File: src/rtl/alu_input_sequencer.sv
// rtl/alu_input_sequencer.sv - word-stream to ALU load-strobe sequencer with result output stream
//
// Accepts three words (operand A, operand B, opcode) over a valid/ready stream,
// drives them onto a shared bus with one-cycle load strobes in that order,
// waits one settle cycle, captures the ALU result and offers it downstream.
//
// Optional feature macro: ALU_SEQ_TIMEOUT_EN (abort a partial operation after
// TIMEOUT_CYCLES idle cycles in WAIT_B / WAIT_OP; pulses o_timeout).
//
// Ports:
//   i_clk, i_reset        clock, asynchronous active-high reset
//   i_rx_data/valid       incoming word stream; o_rx_ready is the accept signal
//   o_data_bus            last accepted word, registered
//   o_load_A/B/op         one-cycle load strobes for the operand loader
//   i_alu_result          combinational ALU output (signed)
//   o_tx_data/valid       captured result stream; i_tx_ready accepts it
//   o_busy                high whenever an operation is in progress
//   o_timeout             one-cycle abort pulse (constant 0 without the macro)

module alu_input_sequencer #(
  parameter int DATA_WIDTH     = 8,
  parameter int MODE_WIDTH     = 6,
  parameter int TIMEOUT_CYCLES = 1024,
  localparam int BUS_WIDTH     = (DATA_WIDTH > MODE_WIDTH) ? DATA_WIDTH : MODE_WIDTH
) (
  input  logic                         i_clk,
  input  logic                         i_reset,
  input  logic [BUS_WIDTH-1:0]         i_rx_data,
  input  logic                         i_rx_valid,
  output logic                         o_rx_ready,
  output logic [BUS_WIDTH-1:0]         o_data_bus,
  output logic                         o_load_A,
  output logic                         o_load_B,
  output logic                         o_load_op,
  input  logic signed [DATA_WIDTH-1:0] i_alu_result,
  output logic [DATA_WIDTH-1:0]        o_tx_data,
  output logic                         o_tx_valid,
  input  logic                         i_tx_ready,
  output logic                         o_busy,
  output logic                         o_timeout
);

  typedef enum logic [2:0] {
    WAIT_A, LOAD_A, WAIT_B, LOAD_B, WAIT_OP, LOAD_OP, SETTLE, SEND
  } state_t;

  state_t state, state_next;
  logic   handshake;
  logic   expire;

  // Ready is a pure state decode so the upstream can never form a
  // combinational loop through valid.
  assign o_rx_ready = (state == WAIT_A) || (state == WAIT_B) || (state == WAIT_OP);
  assign handshake  = i_rx_valid & o_rx_ready;
  assign o_busy     = (state != WAIT_A);

`ifdef ALU_SEQ_TIMEOUT_EN
  localparam int CNT_W = $clog2(TIMEOUT_CYCLES + 1);

  logic [CNT_W-1:0] idle_cnt;
  logic             timeout_q;
  logic             in_wait_mid;

  assign in_wait_mid = (state == WAIT_B) || (state == WAIT_OP);

  // Counter is zero on the first cycle of WAIT_B/WAIT_OP because every path
  // into those states passes through a LOAD state, which clears it. A
  // handshake in the final cycle wins over the abort.
  assign expire = in_wait_mid && !handshake &&
                  (idle_cnt == CNT_W'(TIMEOUT_CYCLES - 1));

  always_ff @(posedge i_clk or posedge i_reset) begin
    if (i_reset) begin
      idle_cnt  <= '0;
      timeout_q <= 1'b0;
    end else begin
      idle_cnt  <= in_wait_mid ? idle_cnt + 1'b1 : '0;
      timeout_q <= expire;
    end
  end

  assign o_timeout = timeout_q;
`else
  assign expire = 1'b0;
  // Always false; written against the parameter so it stays referenced.
  assign o_timeout = (TIMEOUT_CYCLES < 0);
`endif

  always_comb begin
    state_next = state;
    case (state)
      WAIT_A:  if (handshake) state_next = LOAD_A;
      LOAD_A:  state_next = WAIT_B;
      WAIT_B: begin
        if (handshake)   state_next = LOAD_B;
        else if (expire) state_next = WAIT_A;
      end
      LOAD_B:  state_next = WAIT_OP;
      WAIT_OP: begin
        if (handshake)   state_next = LOAD_OP;
        else if (expire) state_next = WAIT_A;
      end
      LOAD_OP: state_next = SETTLE;
      SETTLE:  state_next = SEND;
      SEND:    if (i_tx_ready) state_next = WAIT_A;
      default: state_next = WAIT_A;
    endcase
  end

  always_ff @(posedge i_clk or posedge i_reset) begin
    if (i_reset) begin
      state      <= WAIT_A;
      o_data_bus <= '0;
      o_load_A   <= 1'b0;
      o_load_B   <= 1'b0;
      o_load_op  <= 1'b0;
      o_tx_data  <= '0;
      o_tx_valid <= 1'b0;
    end else begin
      state <= state_next;
      if (handshake) o_data_bus <= i_rx_data;
      // Strobes are registered copies of "next state is LOAD_x", so each is
      // high exactly during its LOAD cycle.
      o_load_A  <= (state_next == LOAD_A);
      o_load_B  <= (state_next == LOAD_B);
      o_load_op <= (state_next == LOAD_OP);
      if (state == SETTLE) begin
        o_tx_data  <= $unsigned(i_alu_result);
        o_tx_valid <= 1'b1;
      end else if (state == SEND && i_tx_ready) begin
        o_tx_valid <= 1'b0;
      end
    end
  end

endmodule

File: config.mk
export PLATFORM = sky130hd
export DESIGN_NAME = alu_input_sequencer
export DESIGN_NICKNAME = d
export VERILOG_FILES = /design/src/rtl/alu_input_sequencer.sv
export SDC_FILE = /design/constraint.sdc
export NUM_CORES = 1
export LEC_CHECK = 0
export ABC_AREA = 1
export CAP_MARGIN = 10
export CORE_MARGIN = 1.5
export CORE_UTILIZATION = 40
export CTS_CLUSTER_DIAMETER = 60
export CTS_CLUSTER_SIZE = 20
export DETAILED_ROUTE_END_ITERATION = 7
export PLACE_DENSITY = 0.85
export SLEW_MARGIN = 10
export SYNTH_ARGS = -nofsm -noshare
export SYNTH_HDL_FRONTEND = slang
export SYNTH_SLANG_ARGS = --single-unit
File: constraint.sdc
create_clock -name i_clk -period 1.3 [get_ports i_clk]
set_input_delay 0.26 -clock i_clk [delete_from_list [all_inputs] [get_ports i_clk]]
set_output_delay 0.26 -clock i_clk [all_outputs]
set_load 0.03 [all_outputs]
; ---- Word-level counts from Yosys, hierarchy flattened
; Cells that the tools add are included.
[op_classes]
reduce_logical = 6
eq_ne = 10
bitwise_logic = 1
muxes = 7
[ops]
columns = operator, count
row1 = one-hot mux 3 bit (8 select lines), 1
row2 = equality test 3 bit (second input constant), 5
row3 = 2-to-1 mux 3 bit, 4
row4 = equality test 3 x 2 -> 1 bit (second input constant), 3
row5 = equality test 3 x 1 -> 1 bit (second input constant), 2
row6 = logical NOT 3 bit, 1
row7 = nonzero test 3 bit, 1
row8 = logical OR 1 bit, 2
row9 = 2-to-1 mux 1 bit, 2
row10 = nonzero test 2 bit, 1
row11 = AND 1 bit, 1
row12 = logical AND 1 bit, 1
[word_totals]
ff_bits = 23
output_inout_bits = 23
inputBits = 20
elab_cells = 31

; ---- Longest topological paths before layout
[depth]
ltp_word = 7
mapped_depth = 5

; ---- Worst setup path after synthesis
; OpenSTA, ideal clock, no wires.
[synth_path]
path_type = flip-flop to output port
start = reg state[1]
end = out o_rx_ready
path_stages_with_launch = 4
required_time_ps = 1040
slack_ps = 23
t_arrival_ps = 1017
path_buffers = 0
path_cell_list = dfrtp_1 > nand2_2 > inv_1 > nor2_1
[synth_via]
elab_chain_cells = 3
elab_cells_between_ends = 5
[synth_lines]
columns = element, line
row1 = from (decl), 47  ; state_t state, state_next;
row2 = from (signal assigned), 120  ; state <= state_next;
row3 = equality test 3 x 2 -> 1 bit or logical NOT 3 bit (tied branches), 53  ; assign o_rx_ready = (state == WAIT_A) || (state == WAIT_B) || (state == WAIT_OP);
row4 = logical OR 1 bit, 53
row5 = logical OR 1 bit (*), 53
row6 = to (decl), 30  ; output logic o_rx_ready,
; Every way passes the cells marked *; elsewhere a longest branch is shown, timed or not.

; ---- Final worst setup path
; Same ends and word-level chain as after synthesis.

==> flow_summary_export.csv <==
group,metric,value,unit
final_layout,postLayoutCellArea,0.001544,mm^2
setup_path,timing.critical_path.fanout_max,4,
setup_path,critical_path_class,"flop to output pin",
job,timing.max_cap.violations,0,
drt,detailroute.via_count,923,
setup_path,endpoint_kind,"output pin",
clock_tree,tritoncts.num_buffers,3,
sta,setup_viol_count_final,2,
drt,drt.antenna.violating_nets,0,
outcome,run_status,"finished with violations",
die,boundary_pin_count,43,
setup_path,arrival,1.18,ns
setup_path,worst-endpoint-required,1.04,ns
sta,post-route-period-util,1.105,
sta,timing.fmax,696.4,MHz
global_routing,number_of_global_route_vias_before_repair,946,
yosys,synth_compound_gate_area_share,0.01548,
placement,dp_hpwl,1637,um
yosys,fraction_of_the_mapped_netlist_area_in_simple_logic_gates,0.3123,
placement,gp_congestion,0.7724,
clock_tree,clock_tree.root_cell,"sky130_fd_sc_hd__clkbuf_4",
sta,slew_viol_final,0,
sta,final_critical_path_setup_slack,-0.1359,ns
die,floorplan.die.height,52.24,um
setup_path,r2r_slack,0.13,ns
global_routing,grt.total_usage,0.1977,
sta,holdWs,0.2274,ns
power_and_ir_drop,max-vdd-ir-drop,1.681,mV
power_and_ir_drop,swShare,0.4710,
power_and_ir_drop,power_frac_comb,0.602,
die,initial_core_util,0.4301,
final_layout,final_cell_mix,"sky130_fd_sc_hd__nand2_1, sky130_fd_sc_hd__dfrtp_1, sky130_fd_sc_hd__clkdlybuf4s50_1, sky130_fd_sc_hd__buf_4, sky130_fd_sc_hd__clkdlybuf4s15_2",
die,dieWidth,52.24,um
yosys,synth.yosys.seq_area_share,0.5935,
sta,finalHoldViolCount,0,
placement,place_inst,177,
global_routing,grt_overflow_total,0,
power_and_ir_drop,power.density_cell_area,2536,mW/mm^2
final_layout,layout-drive-gt1-share,0.3049,
setup_path,r2r_cells,5,
final_layout,final_cells,192,
clock_tree,clock_latency,0.30,ns
global_routing,initial_antenna_violation_count,0,
drt,routed_wirelength,2387,um
drt,drt_iter0_markers,18,
die,area_of_the_die,0.002729,mm^2
outcome,violated_checks,"negative setup slack",
power_and_ir_drop,power_report.internal_total,2072,uW
drt,router_iterations_before_antenna_repair,4,
final_layout,count_of_filler_cells_inserted_in_the_layout,187,
yosys,synthesis.area,969.7,um^2
placement,placement.cell_area,0.001408,mm^2
power_and_ir_drop,power_leakage,0.0008073,uW
yosys,yosysWarnings,0,
yosys,syn_inst,107,
sta,setup_repair_after_global_routing_missed_its_margin,"true",
clock_tree,clock_sink_count,23,
clock_tree,cts_max_level,1,
final_layout,nNetsFinal,185,
die,coreArea,0.002255,mm^2
yosys,synth_area_per_cell,9.062,um^2
power_and_ir_drop,power_frac_seq,0.318,
clock_tree,clock_tree_from_tritoncts,"built",
final_layout,area_growth_syn_to_layout,59.23,%
yosys,synth_fp_nets,127,
global_routing,global_route_wire_length_before_repair,3933,um
yosys,synth_xor_area_frac,0,
die,placementRows,17,
clock_tree,clock_tree.buffer_depth,2,
yosys,synth_top_family_by_area,"simple AND/OR/NAND/NOR gates",
yosys,post_synth_num_cell_types,17,
setup_path,critPathLaunchType,"flop",
placement,port_buffers,41,
sta,fin_crit,1.436,ns
global_routing,grt_max_degree,16,
yosys,postSynthRegisterBits,23,
drt,route.detailed.drc,0,
drt,wl_per_cell,12.43,um
placement,dp_worst_setup_slack,0.02147,ns
sta,setup_clock_skew_after_layout,0.007881,ns
power_and_ir_drop,power.net_switching,1844,uW
yosys,mux_cell_area_share_after_synthesis,0,
final_layout,layout_commonest_cell,"sky130_fd_sc_hd__nand2_1",
drt,route.detailed.vias_per_inst,4.807,
min_path,hold_path.class,"input port to async pin",
clock_tree,worst_setup_hold_path_clk_slew,0.12,ns
setup_path,worst_r2r_startpoint,"state[0]$_DFF_PP0_",
yosys,synth_adder_area_share,0,
setup_path,rr_endpoint,"o_data_bus[1]$_DFFE_PP0P_",
final_layout,n_antenna_cell,0,
power_and_ir_drop,clkPwrFrac,0.080,
-- per-layer routing --
| metal | vias up | share of wire | GRT usage |
|---|---|---|---|
| li1 | 452 | - | - |
| met1 | 425 | 0.42 | 0.2210 |
| met2 | 42 | 0.49 | 0.3671 |
| met3 | 4 | 0.070 | 0.03714 |
| met4 | 0 | 0.016 | 0.07692 |
| met5 | - | 0 | 0 |
-- stage by stage --
step / TNS (ns) / utilization / power (uW)
2_1_floorplan: 0 / - / 2554
3_3_place_gp: 0 / 0.6243 / 3252
3_5_place_dp: 0 / 0.6243 / 3319
4_1_cts: -0.2460 / 0.6854 / 3849
5_1_grt: -0.3364 / 0.6848 / 4197
6_report: -0.2046 / 0.6848 / 3916
-- power by group through the flow --
| stage | Combinational, uW | Clock [uW] | Sequential, uW |
|---|---|---|---|
| finish | 2360 | 312 | 1250 |
| global route | 2560 | 357 | 1280 |
| CTS | 2290 | 328 | 1240 |
| detailed placement | 2050 | 0 | 1270 |
| global placement | 2010 | 0 | 1240 |
| floorplan | 782 | 0 | 1770 |
-- area by class of cell --
cell class,instances,area (um^2),area share
Clock buffer,4,26.28,0.01702
Inverter,10,42.54,0.02755
Multi-Input combinational cell,71,351.6,0.2277
Sequential cell,23,576.8,0.3736
Tap cell,28,35.03,0.02269
Timing Repair Buffer,56,511.7,0.3314
-- registers in the layout, indices dropped and copies added (netlist names) --
signal	cells
o_data_bus	8
o_load_A	1
o_load_B	1
o_load_op	1
o_tx_data	8
o_tx_valid	1
state	3
-- critical path: stages (launching register included) --
cell and delay [ns]:
sky130_fd_sc_hd__dfrtp_1 0.46, sky130_fd_sc_hd__nand2_2 0.12, sky130_fd_sc_hd__inv_2 0.05, sky130_fd_sc_hd__nor2_2 0.10, sky130_fd_sc_hd__buf_6 0.14
-- cells by family (layout without fill, tap and decap cells) --
group / Yosys count / count (layout)
buf+inv: 14 / 70
simple gates: 66 / 67
compound gates: 3 / 3
flops: 23 / 23
other cells: 1 / 1
-- cell usage after synthesis --
cell type / number / area (um^2)
sky130_fd_sc_hd__nand2_1: 45 / 168.9
sky130_fd_sc_hd__dfrtp_1: 23 / 575.6
sky130_fd_sc_hd__nand4_1: 11 / 68.82
sky130_fd_sc_hd__inv_1: 9 / 33.78
sky130_fd_sc_hd__nor2_1: 5 / 18.77
sky130_fd_sc_hd__buf_6: 2 / 22.52
sky130_fd_sc_hd__nand2_2: 2 / 12.51
sky130_fd_sc_hd__a21oi_1: 1 / 5.000
sky130_fd_sc_hd__buf_2: 1 / 5.000
sky130_fd_sc_hd__buf_4: 1 / 7.510
sky130_fd_sc_hd__conb_1: 1 / 3.750
sky130_fd_sc_hd__inv_2: 1 / 3.750
sky130_fd_sc_hd__nand3_1: 1 / 5.000
sky130_fd_sc_hd__nand3_4: 1 / 17.52
sky130_fd_sc_hd__nor2_4: 1 / 11.26
sky130_fd_sc_hd__o21ai_0: 1 / 5.000
sky130_fd_sc_hd__o21ai_1: 1 / 5.000
-- what timing repair did --
item                                    4_1_cts  5_1_grt
pin swaps                                     3        3
gates resized for setup                      54       13
setup buffers                                11        1
endpoints found under the setup margin       20       25
hold buffers                                  0        0
cloned                                        0        1
-- worst max-delay path by stage --
stage | startpoint | to | cells past startpoint
after floorplan | state[1]$_DFF_PP0_ | o_rx_ready | 3
final | state[1]$_DFF_PP0_ | o_rx_ready | 4
after global placement | o_data_bus[1]$_DFFE_PP0P_ | o_data_bus[1] | 1
after CTS | state[1]$_DFF_PP0_ | o_rx_ready | 4
after detailed placement | o_data_bus[6]$_DFFE_PP0P_ | o_data_bus[6] | 1
after global routing | state[1]$_DFF_PP0_ | o_rx_ready | 4
No activity file was read; power rests on OpenSTA's default activity.
